==> src/rtl/wb_arbiter2.sv <==
// Two-master, one-slave Wishbone arbiter: cyc-locked registered grant, round-robin
// priority on contention, and a watchdog that errors out strobes the slave never answers.
module wb_arbiter2 #(
   parameter int DATA_WIDTH = 128,
   parameter int ADDR_WIDTH = 16,
   parameter int TIMEOUT    = 64,
   localparam int SEL_WIDTH = DATA_WIDTH / 8
) (
   input  logic                  clk,
   input  logic                  rst,

   input  logic [ADDR_WIDTH-1:0] m0_adr_i,
   input  logic [DATA_WIDTH-1:0] m0_dat_i,
   output logic [DATA_WIDTH-1:0] m0_dat_o,
   input  logic                  m0_we_i,
   input  logic [SEL_WIDTH-1:0]  m0_sel_i,
   input  logic                  m0_stb_i,
   input  logic                  m0_cyc_i,
   output logic                  m0_ack_o,
   output logic                  m0_err_o,
   output logic                  m0_rty_o,

   input  logic [ADDR_WIDTH-1:0] m1_adr_i,
   input  logic [DATA_WIDTH-1:0] m1_dat_i,
   output logic [DATA_WIDTH-1:0] m1_dat_o,
   input  logic                  m1_we_i,
   input  logic [SEL_WIDTH-1:0]  m1_sel_i,
   input  logic                  m1_stb_i,
   input  logic                  m1_cyc_i,
   output logic                  m1_ack_o,
   output logic                  m1_err_o,
   output logic                  m1_rty_o,

   output logic [ADDR_WIDTH-1:0] s_adr_o,
   output logic [DATA_WIDTH-1:0] s_dat_o,
   input  logic [DATA_WIDTH-1:0] s_dat_i,
   output logic                  s_we_o,
   output logic [SEL_WIDTH-1:0]  s_sel_o,
   output logic                  s_stb_o,
   output logic                  s_cyc_o,
   input  logic                  s_ack_i,
   input  logic                  s_err_i,
   input  logic                  s_rty_i,

   output logic [1:0]            grant_o
);

   // Encoding doubles as the one-hot grant vector.
   typedef enum logic [1:0] {
      ST_IDLE = 2'b00,
      ST_OWN0 = 2'b01,
      ST_OWN1 = 2'b10
   } state_t;

   localparam int WD_W = (TIMEOUT > 0) ? $clog2(TIMEOUT + 1) : 1;

   state_t          state_q, state_d;
   logic            last_grant_q, last_grant_d;
   logic [WD_W-1:0] wd_cnt_q, wd_cnt_d;

   logic slave_resp;
   logic wd_hit;
   logic wd_fire;
   logic s_stb;

   assign slave_resp = s_ack_i | s_err_i | s_rty_i;

   // wd_hit masks the slave strobe and depends only on registered state, so no
   // path runs from the slave responses back to the slave; wd_fire additionally
   // yields to a response arriving in the same cycle.
   assign wd_hit  = (TIMEOUT > 0) && (state_q != ST_IDLE) &&
                    (wd_cnt_q == WD_W'(TIMEOUT));
   assign wd_fire = wd_hit & ~slave_resp;

   always_comb begin
      state_d = state_q;
      unique case (state_q)
         ST_IDLE: begin
            if (m0_cyc_i && m1_cyc_i)
               state_d = last_grant_q ? ST_OWN0 : ST_OWN1;
            else if (m0_cyc_i)
               state_d = ST_OWN0;
            else if (m1_cyc_i)
               state_d = ST_OWN1;
         end
         ST_OWN0: begin
            if (!m0_cyc_i)
               state_d = m1_cyc_i ? ST_OWN1 : ST_IDLE;
         end
         ST_OWN1: begin
            if (!m1_cyc_i)
               state_d = m0_cyc_i ? ST_OWN0 : ST_IDLE;
         end
         default: state_d = ST_IDLE;
      endcase
   end

   always_comb begin
      last_grant_d = last_grant_q;
      if (state_d == ST_OWN0 && state_q != ST_OWN0)
         last_grant_d = 1'b0;
      else if (state_d == ST_OWN1 && state_q != ST_OWN1)
         last_grant_d = 1'b1;
   end

   always_comb begin
      wd_cnt_d = '0;
      if (TIMEOUT > 0 && state_d == state_q && !slave_resp && s_stb)
         wd_cnt_d = wd_cnt_q + WD_W'(1);
   end

   always_ff @(posedge clk or negedge rst) begin
      if (!rst) begin
         state_q      <= ST_IDLE;
         last_grant_q <= 1'b1;
         wd_cnt_q     <= '0;
      end else begin
         state_q      <= state_d;
         last_grant_q <= last_grant_d;
         wd_cnt_q     <= wd_cnt_d;
      end
   end

   assign grant_o = state_q;
   assign s_stb_o = s_stb;

   always_comb begin
      s_adr_o = '0;
      s_dat_o = '0;
      s_we_o  = 1'b0;
      s_sel_o = '0;
      s_stb   = 1'b0;
      s_cyc_o = 1'b0;
      unique case (state_q)
         ST_OWN0: begin
            s_adr_o = m0_adr_i;
            s_dat_o = m0_dat_i;
            s_we_o  = m0_we_i;
            s_sel_o = m0_sel_i;
            s_stb   = m0_stb_i & ~wd_hit;
            s_cyc_o = m0_cyc_i & ~wd_hit;
         end
         ST_OWN1: begin
            s_adr_o = m1_adr_i;
            s_dat_o = m1_dat_i;
            s_we_o  = m1_we_i;
            s_sel_o = m1_sel_i;
            s_stb   = m1_stb_i & ~wd_hit;
            s_cyc_o = m1_cyc_i & ~wd_hit;
         end
         default: ;
      endcase
   end

   // An owner that has already dropped cyc has aborted; nothing is returned to it.
   always_comb begin
      m0_dat_o = '0;
      m0_ack_o = 1'b0;
      m0_err_o = 1'b0;
      m0_rty_o = 1'b0;
      m1_dat_o = '0;
      m1_ack_o = 1'b0;
      m1_err_o = 1'b0;
      m1_rty_o = 1'b0;
      unique case (state_q)
         ST_OWN0: begin
            m0_dat_o = s_dat_i;
            m0_ack_o = s_ack_i & m0_cyc_i;
            m0_err_o = (s_err_i | wd_fire) & m0_cyc_i;
            m0_rty_o = s_rty_i & m0_cyc_i;
         end
         ST_OWN1: begin
            m1_dat_o = s_dat_i;
            m1_ack_o = s_ack_i & m1_cyc_i;
            m1_err_o = (s_err_i | wd_fire) & m1_cyc_i;
            m1_rty_o = s_rty_i & m1_cyc_i;
         end
         default: ;
      endcase
   end

endmodule

==> config.mk <==
export PLATFORM = sky130hd
export DESIGN_NAME = wb_arbiter2
export DESIGN_NICKNAME = d
export VERILOG_FILES = /design/src/rtl/wb_arbiter2.sv
export SDC_FILE = /design/constraint.sdc
export NUM_CORES = 1
export LEC_CHECK = 0
export BUFFER_PORTS_ARGS = -buffer_cell sky130_fd_sc_hd__buf_2
export CORE_AREA = 2 2 346 348
export DETAILED_ROUTE_END_ITERATION = 6
export DIE_AREA = 0 0 348 350
export HOLD_SLACK_MARGIN = 0.15
export SYNTH_ARGS = -nofsm -noshare
export SYNTH_HDL_FRONTEND = slang
export SYNTH_SLANG_ARGS = --single-unit
==> constraint.sdc <==
create_clock -name clk -period 2.09 [get_ports clk]
set_input_delay 0.1045 -clock clk [delete_from_list [all_inputs] [get_ports clk]]
set_output_delay 0.1045 -clock clk [all_outputs]
set_load 0.02 [all_outputs]
==> summary.md <==
| Metric | Value |
|---|---|
| Top_reg_cell synth | `dfrtp_1` |
| Sum of overflow across all layers after global routing | `0` |
| Worst vdd rail ir drop | `0.702 mV` |
| Max Fanout on Critical Path | `15` |
| Number of antenna violations at the first check in global routing | `90` |
| Leading post-synthesis cells by instance count | `and2_1 (257), a22oi_1 (162), nor2b_1 (162)` |
| Min-Delay Path Class | `input pin to register` |
| Final Cycle Share | `102%` |
| Share of synthesized area occupied by flip-flops and latches | `5.08%` |
| Buffer cell driving the clock tree root | `clkbuf_16` |
| Length of the first detailed-routing pass in iterations | `5` |
| Post-layout minimum cycle time | `2130 ps` |
| H-tree depth | `1` |
| Worst clock skew on the final layout | `9.21 ps` |
| Total power divided by cell area | `1440 nW/um2` |
| Total of buffers placed on input and output ports | `885` |
| Global-route wire length before repair | `113 mm` |
| Routability Congestion | `0.969` |
| Run status | `finished with violations` |
| Internal power summed over all cells | `10200 uW` |
| Yosys synthesis warning count | `0` |
| Row Count | `126` |
| Maximum number of pins on one net before global-route repair | `70` |
| Post-Synthesis Cells | `759` |
| Post-Route WL | `96.2 mm` |
| Cell area after synthesis | `4950 um2` |
| Sw Share | `54.9%` |
| Average via count per standard cell | `3.21` |
| Synth top area share | `32.5%` |
| Total half-perimeter wirelength after legalization and detailed placement | `83.1 mm` |
| Part of the total power dissipated in sequential elements | `1.2%` |
| Number of flops mapped to enable cells by yosys | `0` |
| Syn Nets | `1226` |
| DRC violations left | `0` |
| Number of buffers created by CTS | `3` |
| Data arrival time of the critical path | `2030 ps` |
| Cell type with the highest aggregate area in the netlist | `and2_1` |
| Setup ws final | `-40.6 ps` |
| Sinks on Clock Net | `10` |
| Final setup vio count | `7` |
| Via count of the first global-routing pass | `9770` |
| Violations in the final reports | `negative setup slack` |
| Overall routing resource usage | `14.4%` |
| Share of power burned in the clock network | `1.8%` |
| Final number of hold-violating endpoints | `0` |
| Critical path endpoint category | `primary output` |
| Buffer depth of the longest clock path | `2` |
| Worst max-slew margin expressed relative to the limit | `65.4%` |
| Synth unique cells | `35` |
| Maximum achievable frequency | `469 MHz` |
| Largest cells by area after synthesis | `and2_1 (33%), a22oi_1 (25%), nor2b_1 (20%), clkbuf_1 (4.9%), dfrtp_1 (4.6%)` |
| Flip-flop and latch count after synthesis | `10` |
| Pin slew with the least headroom to its limit | `520 ps` |
| Net switching power | `12400 uW` |
| RSZ-0062 raised after global routing | `yes` |
| Die Area | `122000 um2` |
| Horizontal die dimension | `348 um` |
| Number of nets in the layout | `2220` |
| Post-synth ARST share | `100%` |
| Share of cells above drive strength 1 | `76.5%` |
| Startpoint class of the critical path | `register` |
| Count of antenna-violating nets left after detailed routing | `0` |
| Area Overhead vs Synth | `216%` |
| Post-Place Setup Slack | `46.8 ps` |
| Syn avg cell area | `6.52 um2` |
| Pleak | `0.00731 uW` |
| Count of vias placed by the detailed router | `10620` |
| Top-count cell post-synth | `and2_1` |
| Comb power frac | `97.0%` |
| Number of violations reported at the end of detailed-routing iteration 0 | `816` |
| CP Data Required Time | `1990 ps` |
| Drt wl/cell | `29.1 um` |
| Max-Cap Viols | `0` |
| Core area | `118000 um2` |
| Startpoint-to-endpoint class of the critical path | `register to primary output` |
| Reg clk slew, reported paths | `50 ps` |
| Chip Height | `350 um` |
| Clock tree from TritonCTS | `yes` |
| Final Max Slew Viols | `0` |
| Fill cell instance count of the final layout | `13568` |
| Clock latency at the later pin of the worst-skew pair | `250 ps` |
| Ports | `886` |
| Post-route worst hold slack | `383 ps` |
| Initial Util | `4.20%` |
-- path summary, 6_finish.rpt --
check / startpoint / to / slack [ps] / depth (start not counted)
worst max register to register: grant_o[1] / wd_cnt_q[3] / 100 / 9
worst max-delay path: grant_o[1] / s_dat_o[96] / -40 / 7
worst min-delay path: m0_cyc_i / grant_o[1] / 380 / 3
worst min register to register: wd_cnt_q[0] / wd_cnt_q[0] / 530 / 1
max in group asynchronous: rst / last_grant_q / 1410 / 2
min in group asynchronous: rst / wd_cnt_q[0] / 390 / 2
-- cell type report --
| cell class | instances | area (um2) | area share [%] |
|---|---|---|---|
| Timing Repair Buffer | 1074 | 7800 | 50.0 |
| Tap cell | 1536 | 1920 | 12.3 |
| Clock buffer | 4 | 88.8 | 0.569 |
| Sequential cell | 10 | 251 | 1.61 |
| Antenna cell | 19 | 47.5 | 0.305 |
| Multi-Input combinational cell | 658 | 5480 | 35.1 |
| Inverter | 6 | 22.5 | 0.144 |
-- layer usage --
| metal | track usage [%] | vias up | wire length, um | part of all wire [%] |
|---|---|---|---|---|
| li1 | - | 4603 | - | - |
| met1 | 19.3 | 4996 | 41700 | 43 |
| met2 | 21.9 | 814 | 40800 | 42 |
| met3 | 5.91 | 179 | 11400 | 12 |
| met4 | 1.78 | 28 | 2130 | 2.2 |
| met5 | 0 | - | 186 | 0.19 |
-- what timing repair did --
item,CTS,global route
setup buffers,10,15
pin swaps,26,27
gates cloned,12,13
gates resized for setup,201,153
endpoints found under the hold margin,10,0
endpoints found under the setup margin,135,279
hold buffers,1,0
-- placed cells by master (no fill, tap or decap), types with 19 or more instances in the layout --
cell type / synthesis / final
nor2b_4: 0 / 19
buf_6: 0 / 67
a22oi_1: 162 / 37
buf_16: 0 / 19
a22oi_2: 0 / 125
nor2b_1: 162 / 62
buf_2: 11 / 778
diode_2: 0 / 19
and2_1: 257 / 246
nor2b_2: 0 / 81
buf_4: 2 / 125
buf_12: 0 / 67
-- registers in the layout (all words and copies together), names as in the netlist --
signal	count
wd_cnt_q	7
grant_o	2
last_grant_q	1
-- kinds of logic after synthesis --
kind of cell | count (synthesis) | share of synthesized area [%]
AND/OR/NAND/NOR | 468 | 58.0
XOR/XNOR | 5 | 0.886
buffers and inverters | 91 | 7.34
multiplexers | 1 | 0.228
AO/OA/AOI/OAI | 176 | 26.5
flip-flops | 10 | 5.08
adder cells (fa/ha/maj) | 8 | 2.02
-- stage by stage --
stage | power (uW) | instance area (um2) | instances | utilization [%] | TNS, ps
2_1_floorplan | 8210 | 5150 | 759 | - | 0
3_3_place_gp | 17800 | 13200 | 3235 | 11.2 | 0
3_5_place_dp | 17700 | 13200 | 3235 | 11.2 | 0
4_1_cts | 20800 | 14600 | 3262 | 12.4 | -724
5_1_grt | 23700 | 15600 | 3296 | 13.2 | -504
6_report | 22500 | 15600 | 3307 | 13.3 | -104
-- power by group through the flow --
stage	Combinational, uW	Sequential [uW]	Clock, uW
after floorplan	7910	295	0
after global placement	17500	263	0
final	21900	259	412
after detailed placement	17500	258	0
after CTS	20100	259	419
after global routing	23000	264	430
-- critical path: stages, from the launching register on --
cell and delay (ps):
dfrtp_1 410, buf_6 140, ha_4 180, buf_16 160, buf_16 210, a22oi_1 350
nor2b_2 70, buf_2 170
Note: power is estimated with default switching activity, not from simulation.
